$ cat src/rtl/seg_pkg.sv
// seg_pkg: shared seven-segment constants for the scan controller
package seg_pkg;
  localparam logic [6:0] SEG_OFF = 7'h7F;
  localparam logic [6:0] HEX_SEG [16] = '{
    7'h40, 7'h79, 7'h24, 7'h30, 7'h19, 7'h12, 7'h02, 7'h78,
    7'h00, 7'h10, 7'h08, 7'h03, 7'h46, 7'h21, 7'h06, 7'h0E
  };
endpackage

$ cat src/rtl/seg_hex_decode.sv
// seg_hex_decode: hex nibble to active-low {g,f,e,d,c,b,a} pattern
module seg_hex_decode
  import seg_pkg::*;
(
  input  logic [3:0] nib,
  output logic [6:0] seg
);
  assign seg = HEX_SEG[nib];
endmodule

$ cat src/rtl/seg_scan_ctrl.sv
// seg_scan_ctrl: multiplexed seven-segment scanner with frame snapshot, LZ blanking and PWM
module seg_scan_ctrl
  import seg_pkg::*;
#(
  parameter int NUM_DIGITS  = 4,
  parameter int REFRESH_DIV = 100000,
  parameter int DUTY_BITS   = 4
) (
  input  logic                          clk,
  input  logic                          rst_n,
  input  logic [4*NUM_DIGITS-1:0]       digit_data,
  input  logic [NUM_DIGITS-1:0]         dp_mask,
  input  logic [NUM_DIGITS-1:0]         blank_mask,
  input  logic                          lz_en,
  input  logic [DUTY_BITS-1:0]          brightness,
  output logic [NUM_DIGITS-1:0]         anode,
  output logic [6:0]                    seg,
  output logic                          dp,
  output logic [$clog2(NUM_DIGITS)-1:0] digit_idx,
  output logic                          frame_start
);
  localparam int IW = $clog2(NUM_DIGITS);
  localparam int SUB_LEN = REFRESH_DIV >> DUTY_BITS;
  localparam int SW = SUB_LEN > 1 ? $clog2(SUB_LEN) : 1;
  localparam logic [IW-1:0] LAST_IDX = IW'(NUM_DIGITS - 1);
  localparam logic [SW-1:0] LAST_SLICE = SW'(SUB_LEN - 1);
  logic                    init_done;
  logic [SW-1:0]           slice_cnt;
  logic [DUTY_BITS-1:0]    sub_cnt;
  logic [4*NUM_DIGITS-1:0] snap_data;
  logic [NUM_DIGITS-1:0]   snap_dp, snap_blank, supp;
  logic                    snap_lz;
  logic [DUTY_BITS-1:0]    snap_bright;
  logic                    slice_wrap, div_wrap, take_snap, zero_run, dark;
  logic [3:0]              nib;
  logic [6:0]              hex_seg;
  // div_cnt is kept split as {sub_cnt, slice_cnt} so the PWM phase needs no divider
  assign slice_wrap = slice_cnt == LAST_SLICE;
  assign div_wrap   = slice_wrap && &sub_cnt;
  assign take_snap  = !init_done || (div_wrap && digit_idx == LAST_IDX);
  always_comb begin
    zero_run = snap_lz;
    supp = '0;
    for (int k = NUM_DIGITS - 1; k > 0; k--) begin
      zero_run = zero_run && snap_data[4*k +: 4] == 4'h0;
      supp[k] = zero_run;
    end
  end
  assign nib  = snap_data[4*digit_idx +: 4];
  assign dark = snap_blank[digit_idx] | supp[digit_idx];
  seg_hex_decode u_dec (.nib(nib), .seg(hex_seg));
  always_ff @(posedge clk or negedge rst_n) begin
    if (!rst_n) begin
      init_done   <= 1'b0;
      slice_cnt   <= '0;
      sub_cnt     <= '0;
      digit_idx   <= '0;
      frame_start <= 1'b0;
      snap_data   <= '0;
      snap_dp     <= '0;
      snap_blank  <= '0;
      snap_lz     <= 1'b0;
      snap_bright <= '0;
      anode       <= '1;
      seg         <= SEG_OFF;
      dp          <= 1'b1;
    end else begin
      init_done   <= 1'b1;
      frame_start <= take_snap;
      if (take_snap) begin
        snap_data   <= digit_data;
        snap_dp     <= dp_mask;
        snap_blank  <= blank_mask;
        snap_lz     <= lz_en;
        snap_bright <= brightness;
      end
      // the first cycle after release only loads the snapshot; scanning starts next cycle
      if (init_done) begin
        slice_cnt <= slice_wrap ? '0 : slice_cnt + 1'b1;
        if (slice_wrap) sub_cnt <= sub_cnt + 1'b1;
        if (div_wrap) digit_idx <= digit_idx == LAST_IDX ? '0 : digit_idx + 1'b1;
        anode <= (!dark && sub_cnt <= snap_bright) ? ~(NUM_DIGITS'(1) << digit_idx) : '1;
        seg   <= dark ? SEG_OFF : hex_seg;
        dp    <= dark | ~snap_dp[digit_idx];
      end
    end
  end
endmodule

$ cat config.mk
export PLATFORM = sky130hd
export DESIGN_NAME = seg_scan_ctrl
export DESIGN_NICKNAME = d
export VERILOG_FILES = /design/src/rtl/seg_pkg.sv /design/src/rtl/seg_hex_decode.sv /design/src/rtl/seg_scan_ctrl.sv
export SDC_FILE = /design/constraint.sdc
export NUM_CORES = 1
export LEC_CHECK = 0
export CORE_MARGIN = 2
export CORE_UTILIZATION = 54
export CTS_CLUSTER_DIAMETER = 100
export CTS_CLUSTER_SIZE = 28
export DETAILED_ROUTE_END_ITERATION = 6
export HOLD_SLACK_MARGIN = 0.03
export MAX_ROUTING_LAYER = met4
export PLACE_DENSITY = 0.79
export SYNTH_ARGS = -nofsm -noshare
export SYNTH_HDL_FRONTEND = slang
export SYNTH_HIERARCHICAL = 1
export SYNTH_SLANG_ARGS = --single-unit
$ cat constraint.sdc
create_clock -name clk -period 3 [get_ports clk]
set_input_delay 0.75 -clock clk [delete_from_list [all_inputs] [get_ports clk]]
set_output_delay 0.75 -clock clk [all_outputs]
set_load 0.01 [all_outputs]
# Yosys cells after proc, flatten, opt, wreduce, memory -nomap -nowiden
# Memory sizes are Yosys's and may differ from the RTL's.
# Index checks and enable logic that the tools add are counted.
# totals
register_bits,62
rom_bits,112
wordCells,56
mem_count,1
# classes
add_sub_neg,3
order_cmp,3
eq_ne,2
shifts,2
muxes,12
bitwise,5
reduce_logical,15
# memory_table
name,depth,width,rd,rd_ports_with_merged_regs,wr,line,rtl
(no name shown),16,7,1,0,0,seg_hex_decode.sv:8,assign seg = HEX_SEG[nib];
# op_table
cell,n
$mux W7,3
$shiftx A16 B5 Y4,1
$add A13 B1 Y13 const B,1
$eq A13 B13 Y1 const B,1
$mux W13,1
$logic_not A4 Y1,3
$bmux W1 S2,3
$logic_and A1 B1 Y1,6
$ge A5 B5 Y1 const B,1
$not A4 Y5,1
$add A4 B1 Y4 const B,1
$le A4 B4 Y1,1
$mux W4,1
$not A4 Y4,1
$reduce_and A2 Y1,2
$reduce_and A4 Y1,1
$shl A1 B2 Y4 const A,1
$lt A2 B3 Y1 const B,1
$mux W1,3
$add A2 B1 Y2 const B,1
$eq A2 B2 Y1 const B,1
$logic_not A1 Y1,2
$mux W2,1
$or A1 B1 Y1,2
other kinds (2),2

# Depth between registers and ports, before layout
# logic_depth
ltp_word,10
depth_mapped,8
ltp_nobuf,7

# Modules after synthesis
# Netlist, hierarchy kept.
# modules_own_cells
mod,instances,cells_each,area_each_um2,seq_area_each_um2
seg_scan_ctrl,1,222,2872.8,1566.5
seg_hex_decode,1,33,269.0,0.0

# Least setup slack after synthesis
# OpenSTA, ideal clock, no wires.
# synth_timing
kind,flip-flop to flip-flop
start,reg digit_idx[0]
end,reg seg[3]
arrival_ns,2.175
setup_slack_ns,0.745
stages_incl_launch_ff,8
path_buffers,1
synth_period_minus_slack_ns,2.255
path_cell_list,dfrtp_1 -> buf_2 -> mux4_2 -> inv_1 -> ha_1 -> inv_1 -> mux4_2 -> o22a_1
# synth_via
elab_chain_cells,6
# synth_lines
element,line,rtl
start: declaration,seg_scan_ctrl.sv:19,"output logic [$clog2(NUM_DIGITS)-1:0] digit_idx,"
start signal: assignment,seg_scan_ctrl.sv:81,if (div_wrap) digit_idx <= digit_idx == LAST_IDX ? '0 : digit_idx + 1'b1;
$shiftx A16 B5 Y4,seg_scan_ctrl.sv:49,assign nib = snap_data[4*digit_idx +: 4];
named net nib[0],seg_scan_ctrl.sv:35,logic [3:0] nib;
$not A4 Y5 (implied by the code),seg_hex_decode.sv:8,
$mem_v2 Z16 W7,n/a,
$mux W7 (implied by the code) (2 in a row),seg_hex_decode.sv:8,
named net hex_seg[3],seg_scan_ctrl.sv:36,logic [6:0] hex_seg;
$mux W7,seg_scan_ctrl.sv:83,seg <= dark ? SEG_OFF : hex_seg;
end signal: assignment,seg_scan_ctrl.sv:83,
end: declaration,seg_scan_ctrl.sv:17,"output logic [6:0] seg,"
# The timed path passes the listed nets, and every way through them passes these cells. The select of a mux whose other input is x is not followed.
# A chain may end at the register's enable or synchronous reset.

# Final worst setup path
# layout_timing
start,reg digit_idx[1]
end,out digit_idx[1]
# No word-level cell between the ends.

==> run metrics <==
Nets=357; Worst-Skew Late Latency=340 ps; max-slew violation count=0; vias in the first global route=2,260; RSZ-0062 raised after global routing=false; drt total wl=6021 um; Synthesized Nets=304; full die area=6444 um^2; EDFF count, synth=0; boundary pin count=46; DRC=0; initial antenna violation count=0; Top FF cell, synth=dfrtp_1; Setup TNS=0 ps; Pint=0.001623 W; gr usage total=22.29%; Die Wd=80.28 um; register area=1567 um^2; hold slack=411.1 ps; Clk pin slew, worst setup/hold paths=70 ps; share of layout cells above drive strength 1=23.96%; Starting Density=56.36%; hold-fix buffers at CTS=0; leakage=1.643 nW; Post-CTS Repair Setup Buffers=0; DR vias=2,188; Layout fillers=409; pwr dens=557.8 nW/um^2; VDD IR max=0.3769 mV; Comb pwr share=15.7%; Syn-to-layout area delta=24.29%; DRT antenna net count=0; asr flop ratio synth=100.0%; Avg WL per Cell=15.64 um; DIE HEIGHT=80.28 um; CP top delay family=flip-flops; startpoint types=flop; clock share of power=37.1%; CP cell instances=clkdlybuf4s50_1; leading cell type in the layout, fill and taps excluded=dfrtp_1; Mapped Avg Cell Area=12.32 um^2; TritonCTS clock tree=yes; Critical Path AT=1610 ps; port bufs=45; Final Hold Viols=0; footprint of the multi-input gates=1479 um^2; commonest non-fill, non-tap cells in the layout=dfrtp_1, clkdlybuf4s50_1, mux2_2; critical path class=reg -> out; drt first pass iters=4; Hold WC Path Type=in -> async; sequential fraction of the synthesis area=49.86%; critical path buffer and inverter count=1; Sequential Power Share=47.1%; largest net degree at the start of global routing=31; Final Skew=8.063 ps; max-cap violation count=0; switching pwr=0.0005553 W; clk sinks=62; hpwl dp=4355 um; Max stage delay on crit path=640 ps; Rel. slew slack=60.66%; Num CTS Buffers=9; CORE AREA=5574 um^2; gpl congestion=0.8546; CP max stage cell=dfrtp_1; Final setup viols=0; Req. time, crit path=2250 ps; outcome=completed; Core Rows=27; CTS root buf=clkbuf_8; # H-tree levels=3; synthesized instance count=255; DRT iter0 DRCs=96; fmax=0.4230 GHz; Post-Syn Area=3142 um^2; Setup crit end kind=primary output; Sw Ratio=25.49%; Final Cycle Share=78.81%; grt total ovfl=0; Worst Path Max Fanout=14; Max clock buf depth=2; Worst-Margin Slew=590.2 ps; dpl cells=369; first-pass GRT wire length=10,470 um; fin cells=385; synth warn=6; Synth Register Bits=62; Ant. Diodes=0; fin crit period=2364 ps; drt via density=5.683; count of different cell masters after synthesis=43; post_cts resized=0
## kinds of logic after synthesis
| group | after synthesis | share of synthesized area [%] |
|---|---|---|
| AND/OR/NAND/NOR | 57 | 10.20 |
| buffers and inverters | 23 | 3.186 |
| multiplexers | 49 | 19.31 |
| flip-flops | 62 | 49.86 |
| adder cells (fa/ha/maj) | 18 | 7.169 |
| other | 1 | 0.1194 |
| XOR/XNOR | 10 | 2.788 |
| AO/OA/AOI/OAI | 35 | 7.368 |
## power by group through the flow
stage | clock, W | sequential [W] | combinational [W]
after global routing | 0.000881 | 0.00104 | 0.000381
after floorplan | 0 | 0.00102 | 0.000216
after detailed placement | 0 | 0.00104 | 0.000343
final | 0.000809 | 0.00103 | 0.000342
after global placement | 0 | 0.00104 | 0.000334
after CTS | 0.000834 | 0.00103 | 0.000346
## sequential cells by signal, summed over array words and instances, names as in the netlist
| signal | cells |
|---|---|
| snap_dp | 4 |
| snap_blank | 4 |
| snap_lz | 1 |
| snap_bright | 4 |
| digit_idx | 2 |
| sub_cnt | 4 |
| init_done | 1 |
| seg | 7 |
| slice_cnt | 13 |
| snap_data | 16 |
| frame_start | 1 |
| dp | 1 |
| anode | 4 |
## synthesized netlist by cell type, types with 2 or more instances
cell type	number	area [um^2]
dfrtp_1	50	1251
mux2_2	30	337.8
ha_1	18	225.2
nor2_1	17	63.81
inv_1	13	48.80
dfstp_2	12	315.3
mux2i_1	10	100.1
nand3_1	10	50.05
xnor2_1	9	78.83
a21oi_1	7	35.03
nand2_1	7	26.28
o22a_1	7	61.31
mux4_2	6	135.1
o21ai_0	6	30.03
a31oi_1	5	31.28
buf_2	5	25.02
nand4_1	5	31.28
nor4_1	4	25.02
clkbuf_1	3	11.26
mux2_1	3	33.78
nand2b_1	3	18.77
o21ai_1	3	15.01
and4_1	2	17.52
## through the flow
stage / cell area [um^2] / total power (W) / utilization [%] / setup slack, ps
detailed placement: 3682 / 0.001383 / 66.06 / 842.0
finish: 3905 / 0.002178 / 70.06 / 635.8
global route: 3905 / 0.002301 / 70.06 / 546.2
global placement: 3682 / 0.001371 / 66.06 / 883.6
floorplan: 3142 / 0.001234 / - / 745.1
CTS: 3905 / 0.002205 / 70.06 / 592.2
## layer usage
| metal | GRT usage [%] | wire length [um] |
|---|---|---|
| met5 | - | 0 |
| met4 | 7.288 | 68 |
| met3 | 7.303 | 275 |
| met2 | 34.42 | 2956 |
| met1 | 27.98 | 2721 |
## final cells by class
type / instances / share of cell area (%)
repair buffers: 52 / 12.75
flip-flops and latches: 62 / 40.12
clock buffers: 10 / 3.525
well taps: 72 / 2.307
clock inverters: 6 / 2.179
multi-input cells: 170 / 37.87
inverters: 13 / 1.250
## final timing paths
path,startpoint,to,slack [ps],cells past startpoint
worst max-delay path,digit_idx[1]$_DFFE_PN0P_,digit_idx[1],640,1
worst min-delay path,rst_n,slice_cnt[8]$_DFFE_PN0P_,410,1
worst max register to register,slice_cnt[9]$_DFFE_PN0P_,snap_data[13]$_DFFE_PN0P_,820,5
worst min register to register,anode[1]$_DFFE_PN1P_,anode[1]$_DFFE_PN1P_,490,2
max in group asynchronous,rst_n,anode[3]$_DFFE_PN1P_,1830,2
min in group clk,anode[1]$_DFFE_PN1P_,anode[1]$_DFFE_PN1P_,490,2
Power figures use the tool's default switching activity.
==> RTL edit, RTL diff (same settings) <==
Reset style: synchronous (`rst_n`), changed in one clocked block.
--- a/src/rtl/seg_scan_ctrl.sv
+++ b/src/rtl/seg_scan_ctrl.sv
@@ -49,7 +49,7 @@
   assign nib  = snap_data[4*digit_idx +: 4];
   assign dark = snap_blank[digit_idx] | supp[digit_idx];
   seg_hex_decode u_dec (.nib(nib), .seg(hex_seg));
-  always_ff @(posedge clk or negedge rst_n) begin
+  always_ff @(posedge clk) begin
     if (!rst_n) begin
       init_done   <= 1'b0;
       slice_cnt   <= '0;
Check against the original RTL: differs if rst_n is asserted again (counterexample within 4 cycles, from zero or initial values and one cycle with rst_n low); with rst_n held inactive, the same outputs for 10 cycles.
==> RTL edit against the original RTL <==
  * Clock power up 0.7%
  * Routed wire length down 1.1%
  * Synthesized cell count up 31%
  * First-iteration DRC count down 11%
  * Sequential power down 13%
  * Setup slack better by 0.0032 ns
  * Total power down 12%
  * Sequential share of layout area down 7.3 points
  * Worst hold slack better by 0.052 ns
  * Synthesized area down 1.1%
  * Sequential cell count unchanged
  * Final area down 3.0%
  * Global-route usage down 1.7 points
  * Critical path type unchanged
  * Largest power group unchanged
  * Highest routed layer unchanged
==> RTL edit: results <==
{
  "status": "completed",
  "r2r-end": "seg[3]",
  "rrSetupSlack_ns": 0.73,
  "synth_seq_area_share_pct": 39.9,
  "synth_flop_cell": "dfxtp_1",
  "dr.pass1.iters": 4,
  "critPathTopFamily": "buffers and inverters",
  "cts-resized-gates": 0,
  "dpl.hpwl_microns": 4250,
  "cts_root_buffer": "clkbuf_8",
  "max_stage_delay_ns": 0.66,
  "met2_length_microns": 2740,
  "vias": 2440,
  "met1_length_microns": 2900,
  "drt-initial-drc-count": 85,
  "grt_max_degree": 45,
  "postSynth.asyncResetShare_pct": 0,
  "postCtsSetupBuffers": 0,
  "grt_pass1_wl_microns": 9930,
  "p_leak_nw": 1.49,
  "finalClockSkew_ns": 0.00911,
  "nNetsFinal": 425,
  "slew_headroom_pct": 67.3,
  "min-delay-start": "snap_data[0]",
  "ys_top_cells_by_count": "nand2_1 (73), dfxtp_1 (62), mux2i_1 (36)",
  "place_congestion": 0.874,
  "layout-drive-gt1-share_pct": 8.66,
  "dp_cells": 437,
  "syn-mean-instance-area_sq_um": 9.28,
  "syn-num-nets": 384,
  "reg2reg_from": "digit_idx[1]",
  "via_per_inst": 5.39,
  "slowest_stage": "clkdlybuf4s50_1",
  "synth_cell_type_count": 37,
  "worst_r2r_path_depth": 6,
  "post_drt_wl_per_cell_microns": 13.1,
  "grt_use_total_pct": 20.6,
  "ir_worst_vdd_mv": 0.284,
  "cp_max_fo": 13,
  "grt_pass1_vias": 2271,
  "largest_registers": "snap_data: 16 flops, slice_cnt: 13 flops, seg: 7 flops",
  "n_fill_cell": 449,
  "min_path_type": "register to register",
  "n_antenna_cell": 0,
  "synth.area.top_cells": "dfxtp_1 (40%), mux2i_1 (12%), nand2_1 (8.8%)"
}
RTL edit: changes by cell type after synthesis, moves of 4 or more:
cell,before,now
mux2i_1,10,36
nand3_1,10,6
dfxtp_1,0,62
dfstp_2,12,0
inv_1,13,17
dfrtp_1,50,0
a31oi_1,5,1
nor2_1,17,22
o22a_1,7,12
clkbuf_1,3,12
buf_6,1,5
nand2_1,7,73
mux2_2,30,0
RTL edit: logic make-up after synthesis:
| logic type | after synthesis | share of synthesized area, % |
|---|---|---|
| and+or+nand+nor | 130 | 19.5 |
| DFF | 62 | 39.9 |
| muxes | 43 | 16.8 |
| buffers and inverters | 37 | 5.76 |
| AOI/OAI and AO/OA | 33 | 7.37 |
| adders and majority gates | 18 | 7.25 |
| xor gates and xnor gates | 12 | 3.38 |
RTL edit: power breakdown:
| group | internal [mW] | total, mW | switching (mW) |
|---|---|---|---|
| Clock | 0.487 | 0.815 | 0.328 |
| Sequential | 0.862 | 0.891 | 0.0285 |
| Combinational | 0.119 | 0.217 | 0.0975 |
| Total | 1.47 | 1.92 | 0.454 |
RTL edit: area by class of cell:
| cell class | instances | share of cell area, % |
|---|---|---|
| Multi-Input combinational cell | 236 | 44.6 |
| Clock buffer | 10 | 3.64 |
| Clock inverter | 6 | 2.25 |
| Sequential cell | 62 | 32.8 |
| Tap cell | 72 | 2.38 |
| Inverter | 18 | 1.78 |
| Timing Repair Buffer | 49 | 12.6 |
RTL edit: worst min-delay path: cells and delay by family, from the launching register on:
kind	cells	cell delay (ns)
DFF	1	0.31
muxes	1	0.06
and+or+nand+nor	1	0.05
RTL edit: routing by layer:
layer / vias up / global-route usage, %
met4: 0 / 10.8
met1: 1148 / 25.1
met3: 11 / 3.73
li1: 1233 / -
met5: - / -
met2: 48 / 32.8
RTL edit: how the worst max path moves through the flow:
stage,startpoint,end,slack (ns),depth (start not counted)
floorplan,digit_idx[0],seg[3],0.61,7
global placement,digit_idx[1],seg[3],0.83,6
detailed placement,digit_idx[1],seg[3],0.77,6
CTS,digit_idx[1],digit_idx[1],0.62,1
global route,digit_idx[1],digit_idx[1],0.58,1
finish,digit_idx[1],digit_idx[1],0.64,1
RTL edit: stage by stage:
stage / area (sq um) / power [mW] / setup slack, ns / utilization [%] / hold WS, ns
floorplan: 3110 / 1.04 / 0.611 / - / 0.435
global placement: 3560 / 1.12 / 0.826 / 64.3 / 0.443
detailed placement: 3560 / 1.13 / 0.774 / 64.3 / 0.454
CTS: 3790 / 1.93 / 0.621 / 68.3 / 0.464
global route: 3790 / 2.00 / 0.578 / 68.3 / 0.477
finish: 3790 / 1.92 / 0.639 / 68.3 / 0.463
